`src/rtl/conv_ctrl_64_33_2.sv`:
```
// Control FSM for the 1-D convolution datapath (N=64, M=33, P=2, L=2).
// LOAD fills the x memory from a valid/ready stream, COMPUTE walks the M
// filter taps for one output group, DRAIN waits out the MAC pipeline, and
// OUTPUT streams the P lane results out one at a time.
//
// Handshakes: a transfer happens on a rising edge where valid && ready are
// both high. s_ready_x is only ever high in LOAD. m_valid_y, once raised,
// holds with out_sel stable until m_ready_y accepts it; m_ready_y is ignored
// while m_valid_y is low.
module conv_ctrl_64_33_2 #(
   parameter int N = 64,
   parameter int M = 33,
   parameter int P = 2,
   parameter int L = 2,
   localparam int AW = $clog2(N),
   localparam int FW = $clog2(M),
   localparam int SW = (P > 1) ? $clog2(P) : 1
) (
   input  logic          clk,
   input  logic          reset,
   input  logic          s_valid_x,
   output logic          s_ready_x,
   output logic          x_wr_en,
   output logic [AW-1:0] x_addr,
   output logic [FW-1:0] f_addr,
   output logic          clr_acc,
   output logic          en_acc,
   output logic [SW-1:0] out_sel,
   output logic          m_valid_y,
   input  logic          m_ready_y,
   output logic [1:0]    fsm_state
);

   localparam int G  = (N - M + 1) / P;
   localparam int GW = (G > 1) ? $clog2(G) : 1;
   localparam int DW = (L > 1) ? $clog2(L) : 1;

   typedef enum logic [1:0] {
      S_LOAD    = 2'd0,
      S_COMPUTE = 2'd1,
      S_DRAIN   = 2'd2,
      S_OUTPUT  = 2'd3
   } state_t;

   state_t        state;
   logic [AW-1:0] n;
   logic [GW-1:0] g;
   logic [FW-1:0] k;
   logic [DW-1:0] d;
   logic [SW-1:0] lane;

   logic          s_ready_q;
   logic [AW-1:0] x_addr_q;
   logic [FW-1:0] f_addr_q;
   logic          clr_q;
   logic          en_q;
   logic [SW-1:0] out_sel_q;
   logic          m_valid_q;

   // Sequencer: state, counters and registered outputs all advance together.
   always_ff @(posedge clk) begin
      if (reset) begin
         state     <= S_LOAD;
         n         <= '0;
         g         <= '0;
         k         <= '0;
         d         <= '0;
         lane      <= '0;
         s_ready_q <= 1'b1;
         x_addr_q  <= '0;
         f_addr_q  <= '0;
         clr_q     <= 1'b0;
         en_q      <= 1'b0;
         out_sel_q <= '0;
         m_valid_q <= 1'b0;
      end else begin
         case (state)
            S_LOAD: begin
               // s_ready_q is always high here, so a handshake is just s_valid_x.
               if (s_valid_x) begin
                  if (n == AW'(N - 1)) begin
                     state     <= S_COMPUTE;
                     n         <= '0;
                     g         <= '0;
                     k         <= '0;
                     s_ready_q <= 1'b0;
                     en_q      <= 1'b1;
                     clr_q     <= 1'b1;
                     x_addr_q  <= '0;
                     f_addr_q  <= '0;
                  end else begin
                     n        <= n + AW'(1);
                     x_addr_q <= n + AW'(1);
                  end
               end
            end
            S_COMPUTE: begin
               if (k == FW'(M - 1)) begin
                  state    <= S_DRAIN;
                  d        <= '0;
                  en_q     <= 1'b0;
                  clr_q    <= 1'b0;
                  x_addr_q <= '0;
                  f_addr_q <= '0;
               end else begin
                  // x_addr = g*P + k, so it steps in lockstep with the tap.
                  k        <= k + FW'(1);
                  clr_q    <= 1'b0;
                  f_addr_q <= k + FW'(1);
                  x_addr_q <= x_addr_q + AW'(1);
               end
            end
            S_DRAIN: begin
               if (d == DW'(L - 1)) begin
                  state     <= S_OUTPUT;
                  lane      <= '0;
                  m_valid_q <= 1'b1;
                  out_sel_q <= '0;
               end else begin
                  d <= d + DW'(1);
               end
            end
            S_OUTPUT: begin
               if (m_ready_y) begin
                  if (lane == SW'(P - 1)) begin
                     m_valid_q <= 1'b0;
                     out_sel_q <= '0;
                     lane      <= '0;
                     if (g == GW'(G - 1)) begin
                        state     <= S_LOAD;
                        n         <= '0;
                        g         <= '0;
                        s_ready_q <= 1'b1;
                        x_addr_q  <= '0;
                     end else begin
                        state    <= S_COMPUTE;
                        g        <= g + GW'(1);
                        k        <= '0;
                        en_q     <= 1'b1;
                        clr_q    <= 1'b1;
                        f_addr_q <= '0;
                        x_addr_q <= AW'((int'(g) + 1) * P);
                     end
                  end else begin
                     lane      <= lane + SW'(1);
                     out_sel_q <= lane + SW'(1);
                  end
               end
            end
            default: begin
               state <= S_LOAD;
            end
         endcase
      end
   end

   // While reset is asserted every control output reads as idle/zero.
   assign s_ready_x = s_ready_q & ~reset;
   assign x_wr_en   = s_valid_x & s_ready_q & ~reset;
   assign x_addr    = reset ? '0 : x_addr_q;
   assign f_addr    = reset ? '0 : f_addr_q;
   assign clr_acc   = clr_q & ~reset;
   assign en_acc    = en_q & ~reset;
   assign out_sel   = reset ? '0 : out_sel_q;
   assign m_valid_y = m_valid_q & ~reset;
   assign fsm_state = state;

endmodule

```
`config.mk`:
```
export PLATFORM = sky130hd
export DESIGN_NAME = conv_ctrl_64_33_2
export DESIGN_NICKNAME = d
export VERILOG_FILES = /design/src/rtl/conv_ctrl_64_33_2.sv
export SDC_FILE = /design/constraint.sdc
export NUM_CORES = 1
export LEC_CHECK = 0
export CORE_MARGIN = 4
export CORE_UTILIZATION = 60
export CTS_CLUSTER_DIAMETER = 200
export DETAILED_ROUTE_END_ITERATION = 10
export GPL_ROUTABILITY_DRIVEN = 0
export PLACE_DENSITY = 0.84
export SETUP_SLACK_MARGIN = 0.1
export SYNTH_ARGS = -nofsm -noshare
export SYNTH_HDL_FRONTEND = slang
export SYNTH_SLANG_ARGS = --single-unit
```
`constraint.sdc`:
```
create_clock -name clk -period 2.7 [get_ports clk]
set_input_delay 0.27 -clock clk [delete_from_list [all_inputs] [get_ports clk]]
set_output_delay 0.27 -clock clk [all_outputs]
set_load 0.03 [all_outputs]
```
==> metrics.md <==
| Metric | Value |
|---|---|
| N_diodes | 0 |
| Post-DP HPWL | between 3 and 4 mm |
| Post-cts sizing count | 0 |
| Netlist Area Pre-Place | between 2000 and 2500 sq um |
| Final Worst Setup Slack | between 0.4 and 0.5 ns |
| Root buffer cell | clkbuf_4 |
| Yosys top cell by area | dfxtp_1 |
| # setup viols final | 0 |
| Per-cell routed wire length | 14.3 microns |
| Slew Viols, Final | 0 |
| First-pass GRT wire length | between 8 and 9 mm |
| Yosys warning total | 0 |
| Critical Path AT | ~2.5 ns |
| DRT Pass-1 Iters | 4 |
| DIE HEIGHT | 68.3 microns |
| Number of CTS-inserted buffers | 5 |
| Worst Hold Class | input pin to register |
| Clock sinks | 36 |
| F_max | around 0.44 GHz |
| Yosys top cell area share | 33.0% |
| Synth Register Bits | 36 |
| DRC Markers | 0 |
| DRT iter0 DRCs | ~110 |
| RSZ-0062 raised after global routing | false |
| I/O Buffers | 23 |
| DIE AREA | roughly 4700 sq um |
| Initial antenna violation count | 0 |
| Via density | roughly 5.9 |
| Final Skew | approximately 0.0047 ns |
| Total routed wirelength | 4.72 mm |
| Final instance area | between 2000 and 2500 sq um |
| Clock buffer depth | 2 |
| Req. time, crit path | 2.98 ns |
| Post-layout min period | approximately 2.3 ns |
| Gr ovfl total | 0 |
| Worst setup EP type | register |
| Worst IR Drop VDD | just over 0.3 mV |
| Max FO, Critical Path | 14 |
| Die Width | 68.3 microns |
| Slew margin rel. | around two thirds |
| Final period utilization | 83.5% |
| Syn Area/Cell | 8.33 sq um |
| Number of global-route vias before repair | about 1700 |
| Setup Total Neg Slack | 0 ns |
| Share of cells above drive strength 1 | approximately 8.8% |
| Layout Area Growth over Synthesis | 14.3% |
| Synth Net Count | between 200 and 300 |
| Sequential area share after synthesis | 33.0% |
| Site row count | 21 |
| Global-route usage over all layers | a little under a quarter |
| Hold_buf cts | 0 |
| Synth top area cells | dfxtp_1 33%, ha_1 5.7%, a21oi_1 4.8% |
| Num ports | 24 |
| Worst slew pin tran | 0.513 ns |
| Setup CP Type | register to register |
| Pwr/cell area | 397 nW/um^2 |
| Outcome | complete, no violations |
| Syn Inst Count | approximately 260 |
| Synth cell types | 55 |
| Layout Nets | slightly below 300 |
| Max-cap violation count | 0 |
| Worst-path clk slew | 0.11 ns |
| DP Worst Slack | ~0.46 ns |
| Final ANT Viol Nets | 0 |
| Leak pwr | about 0.92 nW |
| CP Launch Type | register |
| Vias post-DR | between 1500 and 2000 |
| Largest net degree at the start of global routing | 23 |
| Worst hold slack | between 0.2 and 0.3 ns |
| Async set-reset flop share out of synthesis | 0% |
| Initial Utilization | a little under two thirds |
| Setup bufs post-CTS | 0 |
| H-tree depth | 2 |
| Hold Vio Cnt, Final | 0 |
| Skew-Pair Late Insertion Delay | 0.35 ns |
| Ys flop type | dfxtp_1 |
| DP Area | around 2400 sq um |
| CTS tree | done |
| Core area | roughly 3400 sq um |
| EDFF count, synth | 0 |
[worst max-delay path, cell delays in order, from the launching register on]
cell,delay (ns)
dfxtp_1,0.46
inv_1,0.12
ha_1,0.27
nor2b_1,0.21
nor3_2,0.21
nand3_1,0.40
nor2_1,0.34
o2bb2ai_1,0.17
[through the flow]
stage	instances	util, %	power, mW
detailed placement	323	70.8	0.626
CTS	331	73.0	1.00
floorplan	262	-	0.604
global placement	323	70.8	0.625
finish	331	73.0	0.991
global route	331	73.0	1.04
[power by group]
group | internal, mW | leakage (nW) | switching, mW | total (mW)
Combinational | 0.0282 | 0.582 | 0.0436 | 0.0718
Clock | 0.194 | 0.0422 | 0.182 | 0.376
Sequential | 0.536 | 0.291 | 0.00656 | 0.543
[cells in the mapped netlist (all sizes together), types with 6 or more instances]
cell and number:
nand2 20, ha 10, nor2b 16, nand3 17
buf 8, nor3 12, dfxtp 36, inv 11
a21oi 21, nor2 22, o21ai 12, nand2b 6
[placed cells by master, fill, tap and decap left out, types with 6 or more instances in the layout]
cell and n:
dfxtp_1 36, clkdlybuf4s50_1 22, nor2_1 21, a21oi_1 21, nand2_1 20, nand3_1 17
nor2b_1 16, inv_1 11, nor3_1 10, o21ai_0 10, ha_1 10, nand2b_1 6
[per-layer routing]
| metal | part of all wire [%] | up-vias | wire length (microns) | GRT usage (%) |
|---|---|---|---|---|
| met5 | 0 | - | 0 | 0 |
| met4 | 1.5 | 0 | 72 | 8.19 |
| met3 | 5.8 | 7 | 273 | 6.08 |
| met2 | 47 | 50 | 2230 | 37.2 |
| met1 | 45 | 916 | 2140 | 30.9 |
| li1 | - | 991 | - | - |
[registers in the layout, indices dropped and copies added (netlist names)]
register and cells:
s_ready_q 1, f_addr_q 6, d 1, g 4
n 6, m_valid_q 1, k 6, out_sel_q 1
x_addr_q 6, en_q 1, clr_q 1, fsm_state 2
[final timing paths]
check                        endpoint  slack (ns)  cells past startpoint                       from
min reg2reg  f_addr_q[3]$_SDFFE_PP0P_        0.45                      2   f_addr_q[3]$_SDFFE_PP0P_
max                 k[4]$_SDFFE_PP0P_        0.44                      7  fsm_state[1]$_SDFFE_PP0P_
min                 n[1]$_SDFFE_PP0P_        0.29                      2                      reset
max reg2reg         k[4]$_SDFFE_PP0P_        0.44                      7  fsm_state[1]$_SDFFE_PP0P_
[cell families (layout without fill, tap and decap cells)]
logic type	Yosys count	in the layout	synth area share, %
XOR/XNOR	10	10	4.01
multiplexers	5	5	2.35
adder cells (fa/ha/maj)	10	10	5.73
AO/OA/AOI/OAI	72	72	24.4
flip-flops	36	36	33.0
AND/OR/NAND/NOR	106	106	25.1
buffers and inverters	23	46	5.44
[final cells by class]
class	count	area [sq um]
timing repair buffer	27	255
clock inverter	2	35.0
inverter	11	41.3
tap	46	57.6
clock buffer	6	41.3
multi-input combinational	203	1340
sequential	36	721
fill	282	921
Note: power is estimated with default switching activity, not from simulation.
